## config.mk

```make
export PLATFORM = sky130hd
export DESIGN_NAME = lsu_xbar_flat
export DESIGN_NICKNAME = d
export VERILOG_FILES = /design/src/rtl/lsu_pkg.sv /design/src/rtl/lsu_xbar_if.sv /design/src/rtl/lsu_align.sv /design/src/rtl/lsu_xbar.sv /design/src/flat_wrapper.sv
export SDC_FILE = /design/constraint.sdc
export NUM_CORES = 1
export LEC_CHECK = 0
export ABC_AREA = 1
export BUFFER_PORTS_ARGS = -buffer_cell sky130_fd_sc_hd__clkbuf_2
export CAP_MARGIN = 20
export CORE_AREA = 2 2 213 215
export DETAILED_ROUTE_END_ITERATION = 10
export DIE_AREA = 0 0 215 217
export SYNTH_ARGS = -nofsm -noshare
export SYNTH_HDL_FRONTEND = slang
export SYNTH_SLANG_ARGS = --single-unit
export TNS_END_PERCENT = 50
```

## constraint.sdc

```tcl
create_clock -name clk -period 3.6 [get_ports clk]
set_input_delay 0 -clock clk [delete_from_list [all_inputs] [get_ports clk]]
set_output_delay 0 -clock clk [all_outputs]
set_load 0.02 [all_outputs]
```

## src/rtl/lsu_pkg.sv

```systemverilog
// Shared LSU crossbar definitions: access size encoding, FSM state encoding
// and the default cacheable address window.
package lsu_pkg;

   typedef enum logic [1:0] {
      SZ_B = 2'd0,
      SZ_H = 2'd1,
      SZ_W = 2'd2,
      SZ_D = 2'd3
   } lsu_size_e;

   typedef enum logic [2:0] {
      ST_IDLE     = 3'd0,
      ST_CACHE    = 3'd1,
      ST_DEV_REQ  = 3'd2,
      ST_DEV_RESP = 3'd3,
      ST_RESP     = 3'd4
   } lsu_state_e;

   localparam logic [31:0] DEF_CACHE_BASE  = 32'h8000_0000;
   localparam logic [31:0] DEF_CACHE_LIMIT = 32'h87FF_FFFF;

   // Low address bits that must be zero for a naturally aligned access.
   function automatic logic [2:0] size_align_mask(input logic [1:0] size);
      case (size)
         SZ_B:    return 3'b000;
         SZ_H:    return 3'b001;
         SZ_W:    return 3'b011;
         default: return 3'b111;
      endcase
   endfunction

endpackage

```

## src/rtl/lsu_xbar_if.sv

```systemverilog
// Request/response bus between a load/store unit (master) and lsu_xbar (slave).
// Handshake: a request transfers on a rising edge where req_valid and req_ready
// are both high; the master holds its request fields stable while req_valid is
// high and req_ready is low. resp_valid is a single-cycle completion pulse with
// no back-pressure.
interface lsu_xbar_if #(
   parameter int ADDR_WIDTH = 64,
   parameter int DATA_WIDTH = 64
);
   logic                  req_valid;
   logic                  req_ready;
   logic                  req_wen;
   logic [ADDR_WIDTH-1:0] req_addr;
   logic [1:0]            req_size;
   logic                  req_unsigned;
   logic [DATA_WIDTH-1:0] req_wdata;
   logic                  resp_valid;
   logic [DATA_WIDTH-1:0] resp_rdata;
   logic                  resp_err;

   modport master (
      output req_valid, req_wen, req_addr, req_size, req_unsigned, req_wdata,
      input  req_ready, resp_valid, resp_rdata, resp_err
   );

   modport slave (
      input  req_valid, req_wen, req_addr, req_size, req_unsigned, req_wdata,
      output req_ready, resp_valid, resp_rdata, resp_err
   );
endinterface

```

## src/rtl/lsu_align.sv

```systemverilog
// Combinational lane alignment: store data shift and byte mask generation,
// load data shift followed by sign/zero extension.
module lsu_align
   import lsu_pkg::*;
#(
   parameter  int DATA_WIDTH = 64,
   localparam int STRB       = DATA_WIDTH / 8,
   localparam int OFFW       = $clog2(STRB)
) (
   input  logic [OFFW-1:0]       off,
   input  logic [1:0]            size,
   input  logic                  is_unsigned,
   input  logic [DATA_WIDTH-1:0] st_data,
   output logic [DATA_WIDTH-1:0] st_wdata,
   output logic [STRB-1:0]       st_wmask,
   input  logic [DATA_WIDTH-1:0] ld_data,
   output logic [DATA_WIDTH-1:0] ld_rdata
);

   logic [7:0]            base_mask;
   logic [15:0]           mask_wide;
   logic [DATA_WIDTH-1:0] shifted;
   logic [DATA_WIDTH-1:0] low_mask;
   logic [DATA_WIDTH-1:0] top_bit;
   logic                  sign;

   always_comb begin
      base_mask = 8'h00;
      low_mask  = '1;
      case (size)
         SZ_B: begin
            base_mask = 8'h01;
            low_mask  = DATA_WIDTH'(8'hFF);
         end
         SZ_H: begin
            base_mask = 8'h03;
            low_mask  = DATA_WIDTH'(16'hFFFF);
         end
         SZ_W: begin
            base_mask = 8'h0F;
            low_mask  = DATA_WIDTH'(32'hFFFF_FFFF);
         end
         default: begin
            base_mask = 8'hFF;
            low_mask  = '1;
         end
      endcase

      // Bytes pushed past the top lane fall off here, which truncates
      // accesses that straddle the word boundary.
      mask_wide = {8'h00, base_mask} << off;
      st_wmask  = mask_wide[STRB-1:0];
      st_wdata  = st_data << {off, 3'b000};

      // Full-width accesses have an all-ones low_mask, so ~low_mask is zero
      // and no extension is applied.
      shifted  = ld_data >> {off, 3'b000};
      top_bit  = (low_mask >> 1) + DATA_WIDTH'(1);
      sign     = ~is_unsigned & (|(shifted & top_bit));
      ld_rdata = (shifted & low_mask) | (sign ? ~low_mask : '0);
   end

endmodule

```

## src/rtl/lsu_xbar.sv

```systemverilog
// Routes one load/store at a time to the cache port or the device port by
// address window. Optional LSU_MISALIGN_CHECK_EN rejects misaligned accesses.
module lsu_xbar
   import lsu_pkg::*;
#(
   parameter  int          ADDR_WIDTH  = 64,
   parameter  int          DATA_WIDTH  = 64,
   parameter  logic [31:0] CACHE_BASE  = DEF_CACHE_BASE,
   parameter  logic [31:0] CACHE_LIMIT = DEF_CACHE_LIMIT,
   localparam int          STRB        = DATA_WIDTH / 8,
   localparam int          OFFW        = $clog2(STRB)
) (
   input  logic                  clk,
   input  logic                  rst,
   lsu_xbar_if.slave             bus,
   output logic                  c_valid,
   output logic                  c_wen,
   output logic [31:0]           c_addr,
   output logic [DATA_WIDTH-1:0] c_wdata,
   output logic [STRB-1:0]       c_wmask,
   input  logic [DATA_WIDTH-1:0] c_rdata,
   input  logic                  c_done,
   output logic                  d_req_valid,
   input  logic                  d_req_ready,
   output logic                  d_wen,
   output logic [31:0]           d_addr,
   output logic [DATA_WIDTH-1:0] d_wdata,
   output logic [STRB-1:0]       d_wmask,
   input  logic                  d_resp_valid,
   input  logic [DATA_WIDTH-1:0] d_rdata,
   input  logic                  d_resp_err,
   output logic [2:0]            dbg_state
);

   localparam logic [2:0] IDLE     = ST_IDLE;
   localparam logic [2:0] CACHE    = ST_CACHE;
   localparam logic [2:0] DEV_REQ  = ST_DEV_REQ;
   localparam logic [2:0] DEV_RESP = ST_DEV_RESP;
   localparam logic [2:0] RESP     = ST_RESP;

   logic [2:0]            state;
   logic [31:0]           addr_q;
   logic [1:0]            size_q;
   logic                  uns_q;
   logic                  wen_q;
   logic [DATA_WIDTH-1:0] wdata_q;
   logic [DATA_WIDTH-1:0] rdata_q;
   logic                  err_q;
   logic                  bypass_q;

   logic                  accept;
   logic                  in_cache;
   logic                  misaligned;
   logic                  bad_size;
   logic [DATA_WIDTH-1:0] st_wdata;
   logic [STRB-1:0]       st_wmask;
   logic [DATA_WIDTH-1:0] ld_rdata;

   assign bus.req_ready = (state == IDLE);
   assign accept        = bus.req_valid & bus.req_ready;
   assign in_cache      = (bus.req_addr[31:0] >= CACHE_BASE) &&
                          (bus.req_addr[31:0] <= CACHE_LIMIT);
   assign bad_size      = (DATA_WIDTH == 32) && (bus.req_size == SZ_D);

`ifdef LSU_MISALIGN_CHECK_EN
   assign misaligned = |(bus.req_addr[2:0] & size_align_mask(bus.req_size));
`else
   assign misaligned = 1'b0;
`endif

   lsu_align #(.DATA_WIDTH(DATA_WIDTH)) u_align (
      .off         (addr_q[OFFW-1:0]),
      .size        (size_q),
      .is_unsigned (uns_q),
      .st_data     (wdata_q),
      .st_wdata    (st_wdata),
      .st_wmask    (st_wmask),
      .ld_data     (rdata_q),
      .ld_rdata    (ld_rdata)
   );

   always_ff @(posedge clk) begin
      if (rst) begin
         state          <= IDLE;
         addr_q         <= '0;
         size_q         <= '0;
         uns_q          <= 1'b0;
         wen_q          <= 1'b0;
         wdata_q        <= '0;
         rdata_q        <= '0;
         err_q          <= 1'b0;
         bypass_q       <= 1'b0;
         bus.resp_valid <= 1'b0;
         bus.resp_rdata <= '0;
         bus.resp_err   <= 1'b0;
      end else begin
         bus.resp_valid <= 1'b0;
         case (state)
            IDLE: begin
               if (accept) begin
                  addr_q  <= bus.req_addr[31:0];
                  size_q  <= bus.req_size;
                  uns_q   <= bus.req_unsigned;
                  wen_q   <= bus.req_wen;
                  wdata_q <= bus.req_wdata;
                  rdata_q <= '0;
                  // Rejected requests skip both ports and answer with an error.
                  if (bad_size || misaligned) begin
                     bypass_q <= 1'b1;
                     err_q    <= 1'b1;
                     state    <= RESP;
                  end else begin
                     bypass_q <= 1'b0;
                     err_q    <= 1'b0;
                     state    <= in_cache ? CACHE : DEV_REQ;
                  end
               end
            end
            CACHE: begin
               if (c_done) begin
                  rdata_q <= c_rdata;
                  state   <= RESP;
               end
            end
            DEV_REQ: begin
               if (d_req_ready) state <= DEV_RESP;
            end
            DEV_RESP: begin
               if (d_resp_valid) begin
                  rdata_q <= d_rdata;
                  err_q   <= d_resp_err;
                  state   <= RESP;
               end
            end
            RESP: begin
               bus.resp_valid <= 1'b1;
               bus.resp_rdata <= (wen_q | bypass_q) ? '0 : ld_rdata;
               bus.resp_err   <= err_q;
               state          <= IDLE;
            end
            default: state <= IDLE;
         endcase
      end
   end

   assign c_valid     = (state == CACHE);
   assign c_wen       = wen_q;
   assign c_addr      = addr_q;
   assign c_wdata     = st_wdata;
   assign c_wmask     = st_wmask;
   assign d_req_valid = (state == DEV_REQ);
   assign d_wen       = wen_q;
   assign d_addr      = addr_q;
   assign d_wdata     = st_wdata;
   assign d_wmask     = st_wmask;
   assign dbg_state   = state;

endmodule

```

## src/flat_wrapper.sv

```systemverilog
// flat-port wrapper written by rule: the top's interface ports become plain ports
module lsu_xbar_flat import lsu_pkg::*;
#(
   parameter  int          ADDR_WIDTH  = 64,
   parameter  int          DATA_WIDTH  = 64,
   parameter  logic [31:0] CACHE_BASE  = DEF_CACHE_BASE,
   parameter  logic [31:0] CACHE_LIMIT = DEF_CACHE_LIMIT,
   localparam int          STRB        = DATA_WIDTH / 8,
   localparam int          OFFW        = $clog2(STRB)
)
  (clk, rst, c_valid, c_wen, c_addr, c_wdata, c_wmask, c_rdata, c_done, d_req_valid, d_req_ready, d_wen, d_addr, d_wdata, d_wmask, d_resp_valid, d_rdata, d_resp_err, dbg_state, bus_req_valid, bus_req_wen, bus_req_addr, bus_req_size, bus_req_unsigned, bus_req_wdata, bus_req_ready, bus_resp_valid, bus_resp_rdata, bus_resp_err);
  lsu_xbar_if #(.ADDR_WIDTH(ADDR_WIDTH), .DATA_WIDTH(DATA_WIDTH)) bus_i ();
  input  logic clk;
  input  logic rst;
  output logic c_valid;
  output logic c_wen;
  output logic [31:0] c_addr;
  output logic [DATA_WIDTH-1:0] c_wdata;
  output logic [STRB-1:0] c_wmask;
  input  logic [DATA_WIDTH-1:0] c_rdata;
  input  logic c_done;
  output logic d_req_valid;
  input  logic d_req_ready;
  output logic d_wen;
  output logic [31:0] d_addr;
  output logic [DATA_WIDTH-1:0] d_wdata;
  output logic [STRB-1:0] d_wmask;
  input  logic d_resp_valid;
  input  logic [DATA_WIDTH-1:0] d_rdata;
  input  logic d_resp_err;
  output logic [2:0] dbg_state;
  input wire logic [$bits(bus_i.req_valid)-1:0] bus_req_valid;
  input wire logic [$bits(bus_i.req_wen)-1:0] bus_req_wen;
  input wire logic [$bits(bus_i.req_addr)-1:0] bus_req_addr;
  input wire logic [$bits(bus_i.req_size)-1:0] bus_req_size;
  input wire logic [$bits(bus_i.req_unsigned)-1:0] bus_req_unsigned;
  input wire logic [$bits(bus_i.req_wdata)-1:0] bus_req_wdata;
  output wire logic [$bits(bus_i.req_ready)-1:0] bus_req_ready;
  output wire logic [$bits(bus_i.resp_valid)-1:0] bus_resp_valid;
  output wire logic [$bits(bus_i.resp_rdata)-1:0] bus_resp_rdata;
  output wire logic [$bits(bus_i.resp_err)-1:0] bus_resp_err;
  assign bus_i.req_valid = bus_req_valid;
  assign bus_i.req_wen = bus_req_wen;
  assign bus_i.req_addr = bus_req_addr;
  assign bus_i.req_size = bus_req_size;
  assign bus_i.req_unsigned = bus_req_unsigned;
  assign bus_i.req_wdata = bus_req_wdata;
  assign bus_req_ready = bus_i.req_ready;
  assign bus_resp_valid = bus_i.resp_valid;
  assign bus_resp_rdata = bus_i.resp_rdata;
  assign bus_resp_err = bus_i.resp_err;
  lsu_xbar #(.ADDR_WIDTH(ADDR_WIDTH), .DATA_WIDTH(DATA_WIDTH), .CACHE_BASE(CACHE_BASE), .CACHE_LIMIT(CACHE_LIMIT)) u_core (.clk(clk), .rst(rst), .bus(bus_i), .c_valid(c_valid), .c_wen(c_wen), .c_addr(c_addr), .c_wdata(c_wdata), .c_wmask(c_wmask), .c_rdata(c_rdata), .c_done(c_done), .d_req_valid(d_req_valid), .d_req_ready(d_req_ready), .d_wen(d_wen), .d_addr(d_addr), .d_wdata(d_wdata), .d_wmask(d_wmask), .d_resp_valid(d_resp_valid), .d_rdata(d_rdata), .d_resp_err(d_resp_err), .dbg_state(dbg_state));
endmodule
```

# Word level (Yosys, flattened, before mapping)

Cells that the tools add are included.

Register bits: 234
Input bits: 267
Word-level logic and storage cells: 62

Add/subtract/negate cells: 1
$lt $le $gt $ge: 2
Equality and inequality tests: 10
Shift-type cells: 3
Mux-type cells: 18
Bitwise logic cells: 7
Reduce and logical (&&, ||, !) cells: 10

Operator list:

| operator                                                              | number |
|---|---|
| 64-bit one-hot mux with 3 select lines                                | 2 |
| 64-bit two-way mux                                                    | 5 |
| 64-bit bitwise AND                                                    | 2 |
| 63-bit by 1-bit adder with 64-bit output, second input constant       | 1 |
| 64-bit NOT                                                            | 1 |
| 64-bit OR                                                             | 1 |
| 64-bit OR reduction                                                   | 1 |
| 64-bit by 6-bit << shifter with 64-bit output                         | 1 |
| 64-bit by 6-bit right shift with 64-bit output                        | 1 |
| 32-bit >= comparator, second input constant                           | 1 |
| 32-bit <= comparator, second input constant                           | 1 |
| 8-bit one-hot mux with 3 select lines                                 | 1 |
| 3-bit two-way mux                                                     | 4 |
| 3-bit one-hot mux with 4 select lines                                 | 1 |
| 4-bit AND reduction                                                   | 2 |
| 8-bit by 3-bit << shifter with 8-bit output                           | 1 |
| 3-bit by 2-bit equality test with 1-bit output, second input constant | 2 |
| 2-bit by 1-bit != test with 1-bit output, second input constant       | 2 |
| 2-bit != test, second input constant                                  | 2 |
| 3-bit by 1-bit equality test with 1-bit output, second input constant | 1 |
| 3-bit equality test, second input constant                            | 1 |
| 3-bit logical NOT                                                     | 1 |
| 1-bit two-way mux                                                     | 3 |
| 3-bit AND reduction                                                   | 1 |
| 11 further kinds                                                      | 12 |

# Logic depth before layout (Yosys ltp)

Gate-level depths: netlist of run 1.

Depth in word-level cells: 9
Mapped depth: 13
Mapped depth without buffers: 11

# Hierarchy

Synthesis of run 1 repeated with hierarchy kept, for this count alone.

Cells, all modules: 2,256
Area total of the unflattened synthesis: 14,281.2 um2

Modules (own cells, without submodules):

| module    | instances | cells each | area an instance (um2) | seq. area each (um2) |
|---|---|---|---|---|
| lsu_xbar  | 1         | 1,440      | 10,386.2               | 4,684.5 |
| lsu_align | 1         | 816        | 3,895.0                | 0.0 |

# Least setup slack after synthesis of run 1

No wires, ideal clock.

Path kind: reg-to-output
Start: register u_core.addr_q[0], in the netlist u_core.c_addr[0]
End: output d_wdata[58]
Arrival: 2.296 ns
Required time: 3.600 ns
Path slack: 1.304 ns
Cell stages (with the launch flop): 9
Path through: dfxtp_1 > buf_4 > buf_2 > clkbuf_1 > o21ai_0 > nand2_1 > o21ai_0 > o21ai_0 > buf_4

Longest elaborated chain between the ends: 1

Ends and longest elaborated chain:

| element                                       | line               | text |
|---|---|---|
| start, declared                               | lsu_xbar.sv:42     | `logic [31:0] addr_q;` |
| start signal, assigned                        | lsu_xbar.sv:101    | `addr_q <= bus.req_addr[31:0];` |
| 64-bit by 6-bit << shifter with 64-bit output | lsu_align.sv:53    | `st_wdata = st_data << {off, 3'b000};` |
| end, declared                                 | flat_wrapper.sv:26 | `output logic [DATA_WIDTH-1:0] d_wdata;` |

Every way passes these cells.

# Worst setup path in the final report of run 1

Start: register u_core.addr_q[0], in the netlist u_core.c_addr[0]
End: output d_wdata[62]

Same word-level chain as after synthesis.

==> results.yml, run 1 <==
run_status:
  status: "finished, final reports clean"
placed_design:
  dpl_worst_slack_ns: 0.4510
  io_buffers: 516
  gp_congestion: 0.9427
  place.detailed.hpwl_mm: 42.00
  dp.cells: 2801
clock_network:
  clock_sinks: 234
  htreeDepth: 1
  cts.clk_slew.worst_paths_ns: 0.06
  numCtsBuffers: 28
  insertion_delay_ns: 0.57
  root_buffer: "clkbuf_16"
  cts_tree: "done"
  cts_buffer_depth: 3
finish:
  finalNonFillerCells: 3088
  drive_above_1_share_pct: 24.30
  syn_to_final_growth_pct: 42.58
  final_nets: 2733
sta:
  period_needed_ns: 3.257
  clock_skew_ns: 0.01431
  period_share_pct: 90.47
  relSlewSlack_pct: 31.56
  tns_ns: 0
  setup_ws_ns: 0.3429
  finalHoldViolations: 0
  finalSetupViolations: 0
  max_freq_ghz: 0.3070
  worst_pin_slew_ns: 1.024
  slew_viol_final: 0
  rsz0062_at_grt: "false"
synthesis:
  synthXorXnorAreaFrac_pct: 0
  yosys.area.top_type: "dfxtp_1"
  yosys.area_share.adder_pct: 0
  synth_top_flop_cell: "dfxtp_1"
  synth_mux_area_share_pct: 1.706
  yosys-top-cells-area: "dfxtp_1, o21ai_0, nand2_1, a21oi_1, buf_4"
  synth_cell_types: 30
  syn_inst: 1929
  syn_area_sq_um: 12900
  synth_common_cells: "nand2_1, o21ai_0, a21oi_1, dfxtp_1, nor2_1"
  synth_area_per_cell_sq_um: 6.690
  synth-edff-count: 0
  synth_top_family_by_area: "compound AO/OA/AOI/OAI gates"
  yosys.area.top_type_share_pct: 36.30
  syn-num-nets: 2196
  synth_most_common_cell: "nand2_1"
  synth_compound_area_share_pct: 27.91
  ys_ff_latch: 234
  async_reset_ff_share_pct: 0
  yosysSeqAreaShare_pct: 36.30
  synth-simple-area-share_pct: 19.97
  yosys_warnings: 0
floorplanning:
  dieArea_sq_um: 46660
  start_util_pct: 28.87
  die_x_um: 215
  design.core.area_sq_um: 44700
  pin_count: 549
  die_h_um: 217
  num_rows: 78
critical_path:
  regToRegEndpoint: "u_core.dbg_state[1]$_SDFFE_PP0P_"
  cp_max_fo: 50
  critPathLaunchType: "flip-flop"
  crit_end: "d_wdata[62]"
  ff2ff_setup_slack_ns: 0.52
  arrival_ns: 3.26
  r2r-start: "u_core.dbg_state[2]$_SDFFE_PP0P_"
  cp-end-kind: "primary output"
  crit_type: "reg -> out"
  cp-startpoint: "u_core.c_addr[0]$_SDFFE_PP0P_"
  r2r_cells: 9
  worstPathRequired_ns: 3.60
power_and_ir_drop:
  vdd_drop_max_v: 0.0005156
  power_density_nw_per_um2: 818.1
  p_total_w: 0.01505
  p_leak_nw: 8.064
routing:
  antenna_left: 0
  drcViolationCount: 0
  avgViaCountPerCell: 5.029
  drt_pass1_iterations: 8
  vias: 15529
  wl_per_cell_um: 19.23
  routed_wl_mm: 59.40
  first_iter_violations: 1414
grt:
  globalRouteOverflowTotal: 0
  grt_pass1_vias: 14764
  grt_max_degree: 129
  grt_pass1_wl_mm: 88.30
  antenna_found_initial: 2
  grtUsageTotal_pct: 24.12
worst_hold_path:
  hold_class: "in -> reg"
run:
  maxCapViolCount: 0
==> registers in the layout (all words and copies together) (netlist names) <==
register	flops
u_core.wdata_q	64
u_core.bus.resp_valid	1
u_core.uns_q	1
u_core.dbg_state	3
u_core.bus.resp_err	1
u_core.c_addr	32
u_core.err_q	1
u_core.bus.resp_rdata	64
u_core.size_q	2
u_core.c_wen	1
u_core.rdata_q	64
==> metal layers <==
| metal | wire length (um) | GRT usage (%) | vias to the layer above |
|---|---|---|---|
| met2 | 28280 | 40.81 | 675 |
| met5 | 0 | 0 | - |
| met3 | 3559 | 3.019 | 108 |
| met4 | 2143 | 8.506 | 0 |
| met1 | 25410 | 31.66 | 7273 |
| li1 | - | - | 7473 |
==> layout make-up <==
class / count / area [sq um]
Sequential cell: 234 / 4693
Tap cell: 600 / 750.7
Timing Repair Buffer: 775 / 5162
Fill cell: 4703 / 26300
Multi-Input combinational cell: 1333 / 6429
Clock buffer: 38 / 799.5
Antenna cell: 2 / 5.005
Clock inverter: 12 / 198.9
Inverter: 94 / 361.6
==> power by group <==
group / leakage, nW / total (W) / internal (W) / switching (W)
logic: 5.66 / 0.00795 / 0.00238 / 0.00557
registers: 1.92 / 0.00399 / 0.00329 / 0.000701
clock network: 0.488 / 0.00312 / 0.00191 / 0.00121
==> layout by cell type (no fill, tap or decap), drive strengths merged, types with 25 or more instances in the layout <==
cell	n
a21oi	241
a22oi	73
buf	25
clkbuf	554
dfxtp	234
dlygate4sd3	234
inv	94
nand2	387
nand3	91
nor2	168
o21ai	294
==> kinds of logic (layout without fill, tap and decap cells) <==
| group | after synthesis | count (layout) |
|---|---|---|
| other | 0 | 2 |
| buffers and inverters | 362 | 919 |
| DFF | 234 | 234 |
| and+or+nand+nor | 650 | 650 |
| muxes | 22 | 22 |
| AOI/OAI and AO/OA | 661 | 661 |
==> critical path, cell delays in order (launching register included) <==
cell and delay (ns):
dfxtp_4 0.57, buf_4 0.43, buf_4 0.45, nand2_1 0.08
o21ai_0 0.17, o21ai_0 0.18, o21ai_0 0.49, clkbuf_2 0.31
==> through the flow <==
| stage | hold slack, ns | util [%] | cell area [sq um] |
|---|---|---|---|
| 6_report | 0.03871 | 41.17 | 18400 |
| 2_1_floorplan | 0.1349 | - | 12900 |
| 3_5_place_dp | 0.2285 | 33.64 | 15030 |
| 3_3_place_gp | 0.2225 | 33.64 | 15030 |
| 5_1_grt | 0.07548 | 41.17 | 18400 |
| 4_1_cts | 0.008722 | 41.11 | 18380 |
==> how the worst min path moves through the flow <==
| stage | from | end | slack, ns | depth (start not counted) |
|---|---|---|---|---|
| floorplan | bus_req_wdata[24] | u_core.wdata_q[24]$_SDFFE_PP0P_ | 0.13 | 2 |
| detailed placement | bus_req_wdata[44] | u_core.wdata_q[44]$_SDFFE_PP0P_ | 0.23 | 3 |
| finish | c_done | u_core.dbg_state[0]$_SDFFE_PP0P_ | 0.04 | 4 |
| CTS | c_done | u_core.dbg_state[0]$_SDFFE_PP0P_ | 0.009 | 4 |
| global placement | bus_req_addr[9] | u_core.c_addr[9]$_SDFFE_PP0P_ | 0.22 | 3 |
| global route | c_done | u_core.dbg_state[0]$_SDFFE_PP0P_ | 0.08 | 4 |
==> timing repair <==
item	4_1_cts	5_1_grt
hold buffers	234	0
setup endpoints to repair	0	7
gates resized for setup	0	1
setup buffers	0	1
endpoints found under the hold margin	167	0
(Power assumes the default switching activity.)
==> inputs of run 2 (changes only) <==
ABC_AREA = unset   (was 1)
CORE_AREA = 2 2 215 217   (was 2 2 213 215)
DIE_AREA = 0 0 217 219   (was 0 0 215 217)
==> results.yml, run 2 <==
finish:
  finalNonFillerCells: 2870
  drive_above_1_share_pct: 28.51
  syn_to_final_growth_pct: 44.34
  final_nets: 2516
  fin_area_sq_um: 18990
  post-route-util_pct: 42.12
  ff_latch_area_sq_um: 4696
  final_cell_mix: "clkbuf_2, nand2_1, dlygate4sd3_1, dfxtp_1, a21oi_1"
  multi_input_area_sq_um: 7057
  final_common_cell: "clkbuf_2"
  reg_top3: "u_core.bus.resp_rdata: 64 flops, u_core.rdata_q: 64 flops, u_core.wdata_q: 64 flops"
  fillCellCount: 4557
floorplanning:
  design.core.area_sq_um: 45090
  start_util_pct: 29.18
  die_x_um: 217
  pin_count: 549
  num_rows: 78
  die_h_um: 219
  dieArea_sq_um: 47520
grt:
  grtUsageTotal_pct: 22.98
  globalRouteOverflowTotal: 0
  grt_max_degree: 129
  antenna_found_initial: 1
  grt_pass1_vias: 14056
  grt_pass1_wl_mm: 84.74
synthesis:
  ys_ff_latch: 234
  synth_cell_types: 51
  yosys.area.top_type_share_pct: 35.61
  yosysSeqAreaShare_pct: 35.61
  synth_common_cells: "nand2_1, dfxtp_1, a21oi_1, nor2_1, mux2i_1"
  synth_top_flop_cell: "dfxtp_1"
  synth_most_common_cell: "nand2_1"
  async_reset_ff_share_pct: 0
  yosys.area.top_type: "dfxtp_1"
  yosys_warnings: 0
  syn_area_sq_um: 13160
  syn_inst: 1660
  synth-edff-count: 0
  syn-num-nets: 1927
  yosys-top-cells-area: "dfxtp_1, mux2i_1, nand2_1, buf_4, a21oi_1"
  synth_area_per_cell_sq_um: 7.926
clock_network:
  cts_tree: "done"
  cts_buffer_depth: 3
  htreeDepth: 1
  cts_resized: 0
  clock_sinks: 234
  cts.clk_slew.worst_paths_ns: 0.06
  numCtsBuffers: 28
  cts_setup_buffers: 0
  root_buffer: "clkbuf_16"
  hold_buffers: 275
  insertion_delay_ns: 0.56
sta:
  max_freq_ghz: 0.3250
  rsz0062_at_grt: "false"
  tns_ns: 0
  worst_pin_slew_ns: 1.090
  finalSetupViolations: 0
  period_share_pct: 85.46
  relSlewSlack_pct: 27.35
  period_needed_ns: 3.077
  finalHoldViolations: 0
  clock_skew_ns: 0.02347
  fin_hold_ws_ns: 0.07323
  slew_viol_final: 0
routing:
  drcViolationCount: 0
  routed_wl_mm: 57.25
  antenna_left: 0
  avgViaCountPerCell: 5.075
  first_iter_violations: 1094
  drt_pass1_iterations: 6
  wl_per_cell_um: 19.95
  vias: 14566
worst_hold_path:
  hold_class: "in -> reg"
critical_path:
  critPathLaunchType: "flip-flop"
  ff2ff_setup_slack_ns: 0.52
  worstPathRequired_ns: 4.07
  cp-end-kind: "flip-flop"
  cp_max_fo: 49
  crit_type: "reg -> reg"
  arrival_ns: 3.55
placed_design:
  io_buffers: 516
  dp.cells: 2543
  place.detailed.hpwl_mm: 40.66
  place_area_sq_um: 15330
  gp_congestion: 0.9049
run:
  maxCapViolCount: 0
power_and_ir_drop:
  p_leak_nw: 7.735
  power_density_nw_per_um2: 431.7
  vdd_drop_max_v: 0.0004183
run_status:
  status: "finished, final reports clean"
[run 2: logic make-up after synthesis]
logic type	share of synthesized area [%]
buf+inv	11.15
flops	35.61
mux	14.44
simple gates	16.32
compound gates	22.49
[run 2: power breakdown]
part           internal [W]  switching [W]
combinational      0.000943        0.00141
sequential          0.00278       0.000297
clock               0.00159        0.00117
total               0.00532        0.00288
[run 2: critical path, stage by stage (launching register included)]
cell and delay (ns):
dfxtp_1 0.45, nand2b_1 0.31, nor2_4 0.85, buf_4 0.37, a22oi_1 0.15, dlygate4sd3_1 0.60, a211oi_1 0.24
[run 2: final timing paths]
check	startpoint	end	depth (start not counted)
hold reg to reg	u_core.bus.resp_rdata[35]$_SDFFE_PP0P_	u_core.bus.resp_rdata[35]$_SDFFE_PP0P_	2
setup / recovery	u_core.dbg_state[2]$_SDFFE_PP0P_	u_core.rdata_q[58]$_SDFFE_PP0P_	6
setup reg to reg	u_core.dbg_state[2]$_SDFFE_PP0P_	u_core.rdata_q[58]$_SDFFE_PP0P_	6
hold / removal	bus_req_valid	u_core.dbg_state[0]$_SDFFE_PP0P_	3
[run 2: through the flow]
stage / total power, W / setup slack [ns]
floorplan: 0.004497 / 1.019
global placement: 0.005161 / 0.8757
detailed placement: 0.005184 / 0.7350
CTS: 0.008230 / 0.5164
global route: 0.008581 / 0.2951
finish: 0.008197 / 0.5235
[run 2: routing by layer]
layer | GRT usage [%] | vias to the layer above | share of wire (%)
met5 | 0 | - | 0
met4 | 7.900 | 0 | 3.3
met3 | 3.396 | 97 | 6.4
met2 | 35.52 | 594 | 44
met1 | 32.53 | 6951 | 46
li1 | - | 6924 | -
[run 2: layout make-up]
type	instances	area share [%]
Multi-Input combinational cell	1164	37.16
Timing Repair Buffer	814	29.34
Sequential cell	234	24.73
Clock buffer	41	4.382
Tap cell	600	3.953
Clock inverter	9	0.2833
Inverter	7	0.1384
Antenna cell	1	0.01318
==> inputs of run 3 (changes only) <==
CORE_AREA = 2 2 214 216   (was 2 2 215 217)
DIE_AREA = 0 0 216 218   (was 0 0 217 219)
GPL_ROUTABILITY_DRIVEN = 0   (was unset)
RECOVER_POWER = 25   (was unset)
==> results.yml, run 3 (synthesis results as in run 2) <==
clock_network:
  cts_tree: "done"
  cts.clk_slew.worst_paths_ns: 0.06
  root_buffer: "clkbuf_16"
  htreeDepth: 1
  insertion_delay_ns: 0.59
  cts_resized: 0
  cts_buffer_depth: 3
  clock_sinks: 234
  cts_setup_buffers: 0
  hold_buffers: 255
  numCtsBuffers: 28
sta:
  fin_hold_ws_ns: -0.009041
  tns_ns: 0
  clock_skew_ns: 0.03392
  rsz0062_at_grt: "false"
  worst_pin_slew_ns: 1.089
  finalSetupViolations: 0
  relSlewSlack_pct: 27.22
  finalHoldViolations: 3
  period_share_pct: 91.92
  max_freq_ghz: 0.3022
  slew_viol_final: 0
  period_needed_ns: 3.309
critical_path:
  cp_common_cell: "dlygate4sd3_1"
  slowest_stage: "nor2_4"
  crit_type: "reg -> reg"
  cp-end-kind: "flip-flop"
  critPathLaunchType: "flip-flop"
  cp_cell_sequence: "nand2b_1, nor2_4, a22oi_1, dlygate4sd3_1, a211oi_1, dlygate4sd3_1"
  cp_max_fo: 49
  worstPathRequired_ns: 4.13
  slowest_delay_ns: 0.86
  arrival_ns: 3.84
floorplanning:
  die_h_um: 218
  start_util_pct: 29.31
  dieArea_sq_um: 47090
  pin_count: 549
  design.core.area_sq_um: 44890
  num_rows: 78
  die_x_um: 216
finish:
  post-route-util_pct: 41.60
  multi_input_area_sq_um: 7054
  final_cell_mix: "clkbuf_2, nand2_1, dlygate4sd3_1, dfxtp_1, a21oi_1"
  final_nets: 2494
  antennaDiodeCount: 0
  fillCellCount: 4609
  ff_latch_area_sq_um: 4696
  final_common_cell: "clkbuf_2"
  drive_above_1_share_pct: 23.08
  syn_to_final_growth_pct: 41.96
  reg_top3: "u_core.bus.resp_rdata: 64 flops, u_core.rdata_q: 64 flops, u_core.wdata_q: 64 flops"
power_and_ir_drop:
  vdd_drop_max_v: 0.0003387
  power_density_nw_per_um2: 441.7
  p_leak_nw: 7.208
routing:
  drt_pass1_iterations: 6
  first_iter_violations: 1300
  antenna_left: 0
  routed_wl_mm: 56.13
  vias: 14641
  drcViolationCount: 0
  wl_per_cell_um: 19.70
  avgViaCountPerCell: 5.139
placed_design:
  io_buffers: 516
  place.detailed.hpwl_mm: 39.71
grt:
  grt_max_degree: 129
  grtUsageTotal_pct: 22.66
  grt_pass1_wl_mm: 83.39
  globalRouteOverflowTotal: 0
  antenna_found_initial: 0
  grt_pass1_vias: 13991
run:
  maxCapViolCount: 0
run_status:
  status: "finished with violations"
  violations: "negative hold slack"
worst_hold_path:
  hold_class: "in -> reg"
==> run 3: changes by cell type in the layout (fill, tap and decap cells not counted), sizes merged <==
| cell | before | now |
|---|---|---|
| dlygate4sd3 | 275 | 255 |
| clkbuf | 556 | 557 |
| diode | 1 | 0 |
| buf | 24 | 21 |
| clkinvlp | 2 | 3 |
| bufinv | 0 | 1 |
==> run 3: where the power goes <==
group	switching [W]	internal (W)
sequential	0.000295	0.00278
combinational	0.00141	0.000916
clock	0.00121	0.00164
total	0.00292	0.00533
==> run 3: per-stage QoR <==
step / instance area, sq um / setup slack [ns] / hold WS [ns] / cells / power, W
final: 18680 / 0.2908 / -0.009041 / 2849 / 0.008250
after global routing: 18680 / 0.05497 / 0.01237 / 2849 / 0.008599
after CTS: 18780 / 0.2830 / 0.1268 / 2846 / 0.008233
after detailed placement: 15300 / 0.8534 / 0.2268 / 2539 / 0.005163
after global placement: 15300 / 0.9158 / 0.2223 / 2539 / 0.005136
after floorplan: 13160 / 1.019 / 0.1360 / 1660 / 0.004497
==> run 3: layer usage <==
metal  up-vias  wire length, um  track usage [%]  share of wire, %
li1       6868                -                -                 -
met2       735            24750            34.45                44
met3       114             4493            3.529               8.0
met4         0             1994            8.493               3.6
met1      6924            24890            32.22                44
met5         -                0                0                 0
==> run 3: layout make-up <==
| class | instances | area share [%] |
|---|---|---|
| tap | 600 | 4.020 |
| sequential | 234 | 25.14 |
| timing repair buffer | 792 | 27.99 |
| clock inverter | 11 | 0.6029 |
| multi-input combinational | 1164 | 37.77 |
| inverter | 7 | 0.1407 |
| clock buffer | 41 | 4.334 |
==> run 3: path summary, 6_finish.rpt <==
| check | start | to | slack [ns] | cells after the start |
|---|---|---|---|---|
| max | u_core.dbg_state[2]$_SDFFE_PP0P_ | u_core.rdata_q[21]$_SDFFE_PP0P_ | 0.29 | 6 |
| min | bus_req_valid | u_core.c_addr[1]$_SDFFE_PP0P_ | -0.009 | 4 |
| min reg2reg | u_core.bus.resp_rdata[50]$_SDFFE_PP0P_ | u_core.bus.resp_rdata[50]$_SDFFE_PP0P_ | 0.45 | 2 |
| max reg2reg | u_core.dbg_state[2]$_SDFFE_PP0P_ | u_core.rdata_q[21]$_SDFFE_PP0P_ | 0.29 | 6 |
==> run 3: critical path: cells and delay by family (launching register included) <==
| kind | cells | cell delay (ns) |
|---|---|---|
| and+or+nand+nor | 2 | 1.19 |
| DFF | 1 | 0.45 |
| buffers and inverters | 2 | 1.20 |
| AOI/OAI and AO/OA | 2 | 0.40 |
